### config.mk
export PLATFORM = sky130hd
export DESIGN_NAME = mem_port_arbiter
export DESIGN_NICKNAME = d
export VERILOG_FILES = /design/src/rtl/mem_port_arbiter.sv
export SDC_FILE = /design/constraint.sdc
export NUM_CORES = 1
export LEC_CHECK = 0
export CAP_MARGIN = 20
export CORE_AREA = 2 2 78 80
export CTS_CLUSTER_DIAMETER = 80
export DETAILED_ROUTE_END_ITERATION = 10
export DIE_AREA = 0 0 80 82
export PLACE_DENSITY = 0.81
export SLEW_MARGIN = 5
export SYNTH_ARGS = -nofsm -noshare
export SYNTH_HDL_FRONTEND = slang
export SYNTH_SLANG_ARGS = --single-unit
export TNS_END_PERCENT = 30
### constraint.sdc
create_clock -name clk -period 3.49 [get_ports clk]
set_input_delay 1.047 -clock clk [delete_from_list [all_inputs] [get_ports clk]]
set_output_delay 1.047 -clock clk [all_outputs]
set_load 0.01 [all_outputs]
### src/rtl/mem_port_arbiter.sv
// Arbitrates one single-port synchronous RAM between a CPU port (priority) and
// a read-only video port, with a starvation guard and tagged read return.
module mem_port_arbiter #(
  parameter int ADDR_W     = 16,
  parameter int DATA_W     = 16,
  parameter int STARVE_LIM = 4,
  localparam int CNT_W     = $clog2(STARVE_LIM + 1)
) (
  input  logic              clk,
  input  logic              reset,
  input  logic              cpu_req,
  input  logic              cpu_we,
  input  logic [ADDR_W-1:0] cpu_addr,
  input  logic [DATA_W-1:0] cpu_wdata,
  output logic              cpu_gnt,
  output logic              cpu_rvalid,
  output logic [DATA_W-1:0] cpu_rdata,
  input  logic              vid_req,
  input  logic [ADDR_W-1:0] vid_addr,
  output logic              vid_gnt,
  output logic              vid_rvalid,
  output logic [DATA_W-1:0] vid_rdata,
  output logic [ADDR_W-1:0] mem_addr,
  output logic              mem_we,
  output logic [DATA_W-1:0] mem_wdata,
  input  logic [DATA_W-1:0] mem_rdata,
  output logic [1:0]        dbg_rd_owner,
  output logic [CNT_W-1:0]  dbg_starve_cnt
);

  // Handshake: a requester holds req with stable address/data until it sees gnt
  // in the same cycle; gnt means the RAM access is issued that cycle. Read data
  // returns exactly one cycle later, qualified by a one-cycle rvalid pulse.

  typedef enum logic [1:0] {
    OWN_NONE = 2'd0,
    OWN_CPU  = 2'd1,
    OWN_VID  = 2'd2
  } owner_t;

  owner_t             rd_owner, owner_nxt;
  logic [CNT_W-1:0]   starve_cnt, starve_nxt;
  logic [DATA_W-1:0]  cpu_rdata_q, vid_rdata_q;
  logic               force_vid;

  assign force_vid = vid_req && (starve_cnt >= CNT_W'(STARVE_LIM));
  // Grants are masked while reset is low so nothing reaches the RAM.
  assign vid_gnt   = reset && vid_req && (!cpu_req || force_vid);
  assign cpu_gnt   = reset && cpu_req && !vid_gnt;

  assign mem_we    = cpu_gnt && cpu_we;
  assign mem_addr  = cpu_gnt ? cpu_addr : (vid_gnt ? vid_addr : '0);
  assign mem_wdata = cpu_gnt ? cpu_wdata : '0;

  always_comb begin
    starve_nxt = starve_cnt;
    owner_nxt  = OWN_NONE;
    if (vid_gnt || !vid_req) begin
      starve_nxt = '0;
    end else if (cpu_gnt && (starve_cnt < CNT_W'(STARVE_LIM))) begin
      starve_nxt = starve_cnt + 1'b1;
    end
    if (cpu_gnt && !cpu_we) begin
      owner_nxt = OWN_CPU;
    end else if (vid_gnt) begin
      owner_nxt = OWN_VID;
    end
  end

  always_ff @(posedge clk or negedge reset) begin
    if (!reset) begin
      starve_cnt  <= '0;
      rd_owner    <= OWN_NONE;
      cpu_rdata_q <= '0;
      vid_rdata_q <= '0;
    end else begin
      starve_cnt <= starve_nxt;
      rd_owner   <= owner_nxt;
      if (rd_owner == OWN_CPU) cpu_rdata_q <= mem_rdata;
      if (rd_owner == OWN_VID) vid_rdata_q <= mem_rdata;
    end
  end

  // RAM data arrives in the cycle the tag is live; the register holds it after.
  assign cpu_rvalid = (rd_owner == OWN_CPU);
  assign vid_rvalid = (rd_owner == OWN_VID);
  assign cpu_rdata  = cpu_rvalid ? mem_rdata : cpu_rdata_q;
  assign vid_rdata  = vid_rvalid ? mem_rdata : vid_rdata_q;

  assign dbg_rd_owner   = rd_owner;
  assign dbg_starve_cnt = starve_cnt;

endmodule

# --- Word-level counts from Yosys, hierarchy flattened ---
# Index checks and enable logic that the tools add are counted.
totals:
  regBits: 37
  input_bits: 69
  word_cells: 33
classes:
  n_mux: 9
  eq_ne: 2
  add_sub_neg: 1
  n_lt_le_gt_ge: 2
  reduce_logical: 15
ops:
  columns: ["operator", "count"]
  rows:
  - ["$mux W16", 5]
  - ["$logic_and A1 B1 Y1", 8]
  - ["$mux W3", 2]
  - ["$logic_not A1 Y1", 4]
  - ["$mux W2", 2]
  - ["$add A3 B1 Y3 const B", 1]
  - ["$ge A3 B3 Y1 const B", 1]
  - ["$lt A3 B3 Y1 const B", 1]
  - ["$eq A2 B1 Y1 const B", 1]
  - ["$eq A2 B2 Y1 const B", 1]
  - ["$logic_or A1 B1 Y1", 2]
  - ["$reduce_bool A2 Y1", 1]

# --- Logic depth before layout (Yosys ltp) ---
# Gate-level depths: netlist of the first run.
depth:
  depth_word: 9
  mapped_depth: 4

# --- Worst setup path after synthesis of the first run ---
# Ideal clock, no wire load.
synth_timing:
  kind: "input to output"
  start: "in cpu_req"
  end: "out mem_addr[10]"
  required_time_ps: 2443
  cell_stages: 4
  slack_ps: 716
  arrival_time_ps: 1727
  n_path_buf: 2
  cell_sequence: "nor2b_4 -> buf_6 -> buf_12 -> o32ai_2"
synth_via:
  elab_chain_len: 6
  word_cells_on_any_way: 8
  classes_between: "mux (2); reduce/logical (6)"
synth_rtl:
  columns: ["item", "line_no", "rtl"]
  rows:
  - ["start: declaration", "11", "input logic cpu_req,"]
  - ["$logic_not A1 Y1", "48", "assign vid_gnt = reset && vid_req && (!cpu_req || force_vid);"]
  - ["$logic_or A1 B1 Y1", "48", null]
  - ["$logic_and A1 B1 Y1", "48", null]
  - ["$logic_not A1 Y1", "49", "assign cpu_gnt = reset && cpu_req && !vid_gnt;"]
  - ["$logic_and A1 B1 Y1", "49", null]
  - ["$mux W16 *", "52", "assign mem_addr = cpu_gnt ? cpu_addr : (vid_gnt ? vid_addr : '0);"]
  - ["end: declaration", "23", "output logic [ADDR_W-1:0] mem_addr,"]
# Every way passes the cells marked *; elsewhere a longest branch is shown, timed or not.

# --- Worst setup path in the final report of the first run ---
layout_timing:
  start: "in cpu_req"
  end: "out vid_gnt"
layout_via:
  elab_chain_len: 3
layout_rtl:
  columns: ["item", "line_no", "rtl"]
  rows:
  - ["$logic_not A1 Y1", "48", null]
  - ["$logic_or A1 B1 Y1", "48", null]
  - ["$logic_and A1 B1 Y1", "48", null]
  - ["end: declaration", "20", "output logic vid_gnt,"]
# No other way between the ends.

==> summary.md, run 1 <==
| Metric | Value |
|---|---|
| Outcome | finished clean |
| CP Cell Sequence | dlygate4sd2_1 -> nor2b_4 -> buf_12 -> nor2_1 -> clkdlybuf4s50_1 |
| Xor and xnor area share after synthesis | 0% |
| DR pass1 iterations | 4 |
| Relative max-transition margin | slightly below 70% |
| Max-slew violation count | 0 |
| Main combinational cell family by area after synthesis | multiplexers |
| DRC violations left | 0 |
| Fillers | approximately 500 |
| Synth Register Bits | 37 |
| Clock sinks | 37 |
| Post-synth EDFFs | 0 |
| Tot GR Track Use | between 10% and 20% |
| Hold_sp | cpu_rdata_q[8] |
| Register area | roughly 930 um2 |
| Hold_buf cts | 0 |
| Vias in the first global route | roughly 1900 |
| Global-route wire length before repair | 8859 um |
| Mapped Cells | 172 |
| CTS tree | built |
| CTS buffer count | 5 |
| Post_cts resized | 26 |
| Multi-input logic area | about 0.0011 mm2 |
| Setup violators final | 0 |
| Commonest cells post-synth | dfrtp_1 (37), nand2_1 (33), mux2_4 (18) |
| F_max | about 0.30 GHz |
| CP Launch Point | cpu_req |
| Main synth FF type | dfrtp_1 |
| Gpl congestion | between 0.7 and 0.8 |
| Yosys top cell by area | dfrtp_1 |
| Via count | between 1500 and 2000 |
| Initial DRC count | 36 |
| Mapped Nets | ~240 |
| Crit-path max FO | 13 |
| Mapped Area | between 0.002 and 0.0025 mm2 |
| Layout Skew | about 0.0015 ns |
| Synth Warn # | 0 |
| Syn Area/Cell | between 10 and 15 um2 |
| Final ANT Viol Nets | 0 |
| Io pins | approximately 140 |
| Grt total ovfl | 0 |
| Antenna cells | 0 |
| P&R area growth vs syn | 74.02% |
| CP max stage cell | clkdlybuf4s50_1 |
| Arr. time, crit path | around 2.3 ns |
| Worst Path Required | ~2.4 ns |
| # port buffers | between 100 and 150 |
| Hold Crit Class | reg2reg |
| CP Depth | 5 |
| Num rows | 28 |
| Hpwl dp | roughly 4500 um |
| LEAKAGE | about 0.0018 uW |
| Max incr delay on CP | between 0.5 and 0.6 ns |
| Mux cell area share after synthesis | 19.92% |
| Die height | between 80 and 90 um |
| Total power divided by cell area | 358.7 mW/mm2 |
| H-tree Lvls | 2 |
| Clock Tree Buf Depth | 2 |
| Final hold violations | 0 |
| Critical Path End Type | primary output |
| Root Buffer | clkbuf_8 |
| Post-synth top area share | 43.10% |
| Mean routed wirelength per cell | 14.59 um |
| FF-to-FF Start | dbg_rd_owner[0] |
| Worst skew pair latency | ~0.28 ns |
| Netlist cell types | 27 |
| Family with the most delay on the worst path | buffers and inverters |
| Initial antenna violation count | 0 |
| Simple-gate portion of the synthesized area | 18.64% |
| Fraction of layout cells with a size suffix above 1 | about 24% |
| Adder-Cell Fraction of Synth Area | less than 1% |
| Core area | around 0.0057 mm2 |
| Hold depth | 1 |
| Most frequent cell after synthesis | dfrtp_1 |
| Pin count of the biggest net entering global routing | between 40 and 50 |
| CTS clk-pin slew, worst paths | ~0.070 ns |
| R2R depth | 3 |
| Synth area leaders | dfrtp_1 (43%), mux2_4 (13%), mux2_2 (7.3%) |
| Via/cell ratio | 4.797 |
| # Post-CTS Setup Buffers | 0 |
| Kind of critical path | in2out |
| Post-route clock period utilization | 96.26% |
| Post-DP Area | 0.003672 mm2 |
| Worst-margin pin slew | just under 0.5 ns |
| Post-Route WL | 5763 um |
| Compound-Gate Fraction of Synth Area | approximately a tenth |
| Fin nets | 389 |
| Number of max-cap violations | 0 |
| Crit path buf inv count | 3 |
| Register area share after synthesis | a little over two fifths |
| Async S/R FF share, synth | 100.0% |
| Power Total | about 1300 uW |
| Initial Util | between 30 and 40% |
| Post-route cell area | 0.003739 mm2 |
| Die W | about 80 um |
| Startpoint Class | input port |
| Die area | between 0.006 and 0.007 mm2 |
| Fin crit period | around 3.4 ns |
| RSZ-0062 raised after global routing | false |
| Max VDD drop | around 0.21 mV |
==> path summary, 6_finish.rpt <==
| check | end | slack, ns |
|---|---|---|
| setup / recovery | vid_gnt | 0.13 |
| hold / removal | cpu_rdata_q[8] | 0.49 |
| setup reg to reg | vid_rdata_q[1] | 2.18 |
| hold reg to reg | cpu_rdata_q[8] | 0.49 |
| max in group asynchronous | vid_rdata_q[0] | 2.23 |
| min in group asynchronous | dbg_starve_cnt[1] | 0.92 |
==> final cells by class <==
| cell class | instances | share of cell area [%] |
|---|---|---|
| clock inverter | 2 | 0.2677 |
| tap | 75 | 2.510 |
| inverter | 2 | 0.2677 |
| multi-input combinational | 118 | 28.58 |
| clock buffer | 6 | 1.941 |
| timing repair buffer | 155 | 41.67 |
| sequential | 37 | 24.77 |
==> metal layers <==
metal	global-route usage (%)	vias up	routed length (um)
met2	29.58	98	2866
met4	4.576	0	44
li1	-	906	-
met3	6.593	4	560
met1	20.12	887	2291
met5	0	-	0
==> flip-flops by register name, summed over array words and instances, names as in the netlist <==
register        flops
dbg_rd_owner        2
cpu_rdata_q        16
vid_rdata_q        16
dbg_starve_cnt      3
==> cells in the final DEF, fill, tap and decap left out, types with 2 or more instances in the layout <==
cell type | synthesis | routed
a21oi_1 | 3 | 3
buf_12 | 1 | 5
buf_4 | 1 | 8
clkbuf_2 | 0 | 3
clkbuf_8 | 0 | 5
clkdlybuf4s50_1 | 0 | 105
clkinv_2 | 0 | 2
dfrtp_1 | 37 | 37
dlygate4sd2_1 | 0 | 23
dlymetal6s2s_1 | 0 | 10
mux2_2 | 14 | 14
mux2_4 | 18 | 18
nand2_1 | 33 | 33
nand2b_1 | 3 | 3
nand4b_1 | 2 | 2
nor2_1 | 3 | 3
nor3b_1 | 9 | 9
nor3b_2 | 8 | 8
o32ai_1 | 8 | 8
o32ai_2 | 8 | 8
==> cell families (layout without fill, tap and decap cells) <==
| logic type | count (synthesis) | in the layout |
|---|---|---|
| adder cells (fa/ha/maj) | 1 | 1 |
| buffers and inverters | 17 | 165 |
| AO/OA/AOI/OAI | 20 | 20 |
| flip-flops | 37 | 37 |
| multiplexers | 32 | 32 |
| AND/OR/NAND/NOR | 65 | 65 |
==> power breakdown <==
part,internal (uW),leakage (uW),total [uW],switching (uW)
clock,138,0.0000450,276,138
combinational,341,0.00128,539,198
sequential,506,0.000444,526,20.1
total,985,0.00177,1340,356
==> stage by stage <==
stage,TNS [ns],util [%],std cells,hold WS [ns],worst slack (ns)
after global routing,0,65.07,395,0.5086,0.06812
after CTS,-1.727,64.79,395,0.4966,-0.2046
final,0,65.07,395,0.4947,0.1305
after global placement,-8.592,63.92,387,0.4736,-0.2868
after floorplan,0,-,172,0.4927,0.7160
after detailed placement,-8.930,63.92,387,0.4788,-0.3671
==> worst register-to-register path, stage by stage, from the launching register on <==
cell	delay, ns
dfrtp_1	0.40
nor2b_2	0.11
buf_4	0.28
mux2_2	0.40
Power figures use the tool's default switching activity.
==> run 2, diff against run 1 <==
Settings changed: CTS_CLUSTER_SIZE set to 12.
==> results of run 2 <==
Final layout, timing and power as in run 1 (identical DEF).
==> run 3, diff against run 2 <==
Settings changed: SLEW_MARGIN 5 to unset.
Clock period 3.49 ns to 4.4 ns, I/O delays scaled along.
==> run 3 against run 2 <==
Net effect:
- global-route usage hardly changed
- sequential cell count stayed put
- core utilization increased by 0.50 points
- register-to-register slack improved by 0.52 ns
- final cell count fell by 0.76%
- setup slack lost 0.0074 ns
- die area is the same
- highest routed layer unchanged
- critical path type unchanged
- clock skew increased by 0.0043 ns
==> summary.md, run 3 (synthesis gave the netlist of run 1 again) <==
| Metric | Value |
|---|---|
| Gpl congestion | 0.6977 (-3.8%) |
| Pin count of the biggest net entering global routing | 35 (-19%) |
| Relative max-transition margin | 32.98% (-35 points) |
| Fin nets | 386 (-0.77%) |
| RSZ-0062 raised after global routing | false |
| Root Buffer | clkbuf_8 |
| H-tree Lvls | 2 (unchanged) |
| Worst Path Required | 3.08 ns (+0.64 ns) |
| Hold_buf cts | 0 (unchanged) |
| Post-route clock period utilization | about 97% |
| Commonest cells after routing, fill and taps aside | clkdlybuf4s50_1 (139), dfrtp_1 (37), nand2_1 (33) |
| Antenna cells | 0 (unchanged) |
| Worst-case hold slack | 0.4946 ns (-0.0001510 ns) |
| CTS buffer count | 5 (unchanged) |
| Vias in the first global route | 1832 (-3.2%) |
| # Post-CTS Setup Buffers | 0 (unchanged) |
| Die W | 80 um (unchanged) |
| Initial antenna violation count | 0 (unchanged) |
| Worst-margin pin slew | 1.005 ns (+0.5214 ns) |
| Setup violators final | 0 (unchanged) |
| Number of max-cap violations | 0 (unchanged) |
| Total power divided by cell area | 304.6 mW/mm2 (-15%) |
| Initial DRC count | 37 (+2.8%) |
| Grt total ovfl | 0 (unchanged) |
| Max-slew violation count | 0 (unchanged) |
| Max VDD drop | 0.1881 mV (-11%) |
| Io pins | 143 (unchanged) |
| Clock Tree Buf Depth | 2 (unchanged) |
| Clock sinks | 37 (unchanged) |
| Hold Crit Class | reg2reg |
| Tot GR Track Use | 17.19% (about the same) |
| Hpwl dp | 4623 um (+2.2%) |
| DRC violations left | 0 (unchanged) |
| Routing usage on met3 | 5.495% (-1.1 points) |
| Mean routed wirelength per cell | 15.01 um (+2.9%) |
| Startpoint Class | input port |
| Die area | 0.006560 mm2 (unchanged) |
| GR Util met2 | 29.17% (-0.42 points) |
| CTS tree | built |
| LEAKAGE | 0.001543 uW (-13%) |
| Worst skew pair latency | 0.28 ns (about the same) |
| Final hold violations | 0 (unchanged) |
| Arr. time, crit path | 2.96 ns (+0.65 ns) |
| Die height | 82 um (unchanged) |
| TNS Setup | 0 ns (unchanged) |
| Layout Skew | 0.005819 ns (+0.004309 ns) |
| Post_cts resized | 1 (-96%) |
| Power Total | 1147 uW (-14%) |
| Post-Route WL | 5883 um (+2.1%) |
| Fin crit period | roughly 4.3 ns |
| Initial Util | 37.39% (unchanged) |
| CTS clk-pin slew, worst paths | 0.07 ns (about the same) |
| Crit-path max FO | 19 (+6) |
| GR peak layer | met2 |
| Critical Path End Type | primary output |
| Most common cell after layout, fill and taps aside | clkdlybuf4s50_1 |
| Fraction of layout cells with a size suffix above 1 | 22.40% (-1.7 points) |
| Met1 GRT Util | 20.96% (+0.84 points) |
| Kind of critical path | in2out |
| # port buffers | 142 (unchanged) |
| F_max | roughly 0.23 GHz |
| DR pass1 iterations | 3 (-1) |
| Outcome | finished clean |
| Via/cell ratio | 4.786 (-0.25%) |
| Core area | 0.005746 mm2 (unchanged) |
| P&R area growth vs syn | 75.36% |
| Final ANT Viol Nets | 0 (unchanged) |
| Num rows | 28 (unchanged) |
| Via count | 1876 (-1.0%) |
| Global-route wire length before repair | 8838 um (-0.24%) |
## run 3: cell types whose count changed in the layout (fill, tap and decap cells not counted), moves of 2 or more
cell	delta
buf_4	-3
clkbuf_2	-3
clkdlybuf4s50_1	+34
clkinv_2	-2
dlygate4sd2_1	-22
dlymetal6s2s_1	-9
## run 3: layout make-up
type	count	area, um2
clock buffer	7	86.33
clock inverter	1	30.03
fill	471	1978
inverter	2	7.507
multi-input combinational	118	1069
sequential	37	925.9
tap	75	93.84
timing repair buffer	152	1555
## run 3: worst paths after layout
check | cells after the start | startpoint | end | slack (ns)
max | 4 | vid_req | mem_addr[1] | 0.12
min | 1 | vid_rdata_q[13] | vid_rdata_q[13] | 0.49
max reg2reg | 2 | dbg_rd_owner[1] | cpu_rdata_q[4] | 2.70
min reg2reg | 1 | vid_rdata_q[13] | vid_rdata_q[13] | 0.49
max in group asynchronous | 2 | reset | vid_rdata_q[0] | 2.73
min in group asynchronous | 1 | reset | dbg_starve_cnt[0] | 0.94
## run 3: metal layers
metal	wire length (um)	vias up
li1	-	896
met1	2391	882
met2	2893	94
met3	540	4
met4	59	0
met5	0	-
## run 3: through the flow
step / util [%] / instances / setup slack, ns / cell area [um2]
5_1_grt: 65.57 / 392 / 0.02467 / 3767
4_1_cts: 65.53 / 392 / 0.03212 / 3765
3_5_place_dp: 63.52 / 384 / 0.01031 / 3650
2_1_floorplan: - / 172 / 1.080 / 2148
3_3_place_gp: 63.52 / 384 / 0.07816 / 3650
6_report: 65.57 / 392 / 0.1231 / 3767
## run 3: worst max-delay path: stages
cell	delay, ns
clkdlybuf4s50_1	0.53
inv_2	0.19
o32ai_1	0.32
clkdlybuf4s50_1	0.59
## run 3: power by group
group,internal (uW),leakage [uW],switching [uW]
registers,402,0.000444,17.4
clock network,185,0.0000585,107
logic,278,0.00104,159
total,864,0.00154,283
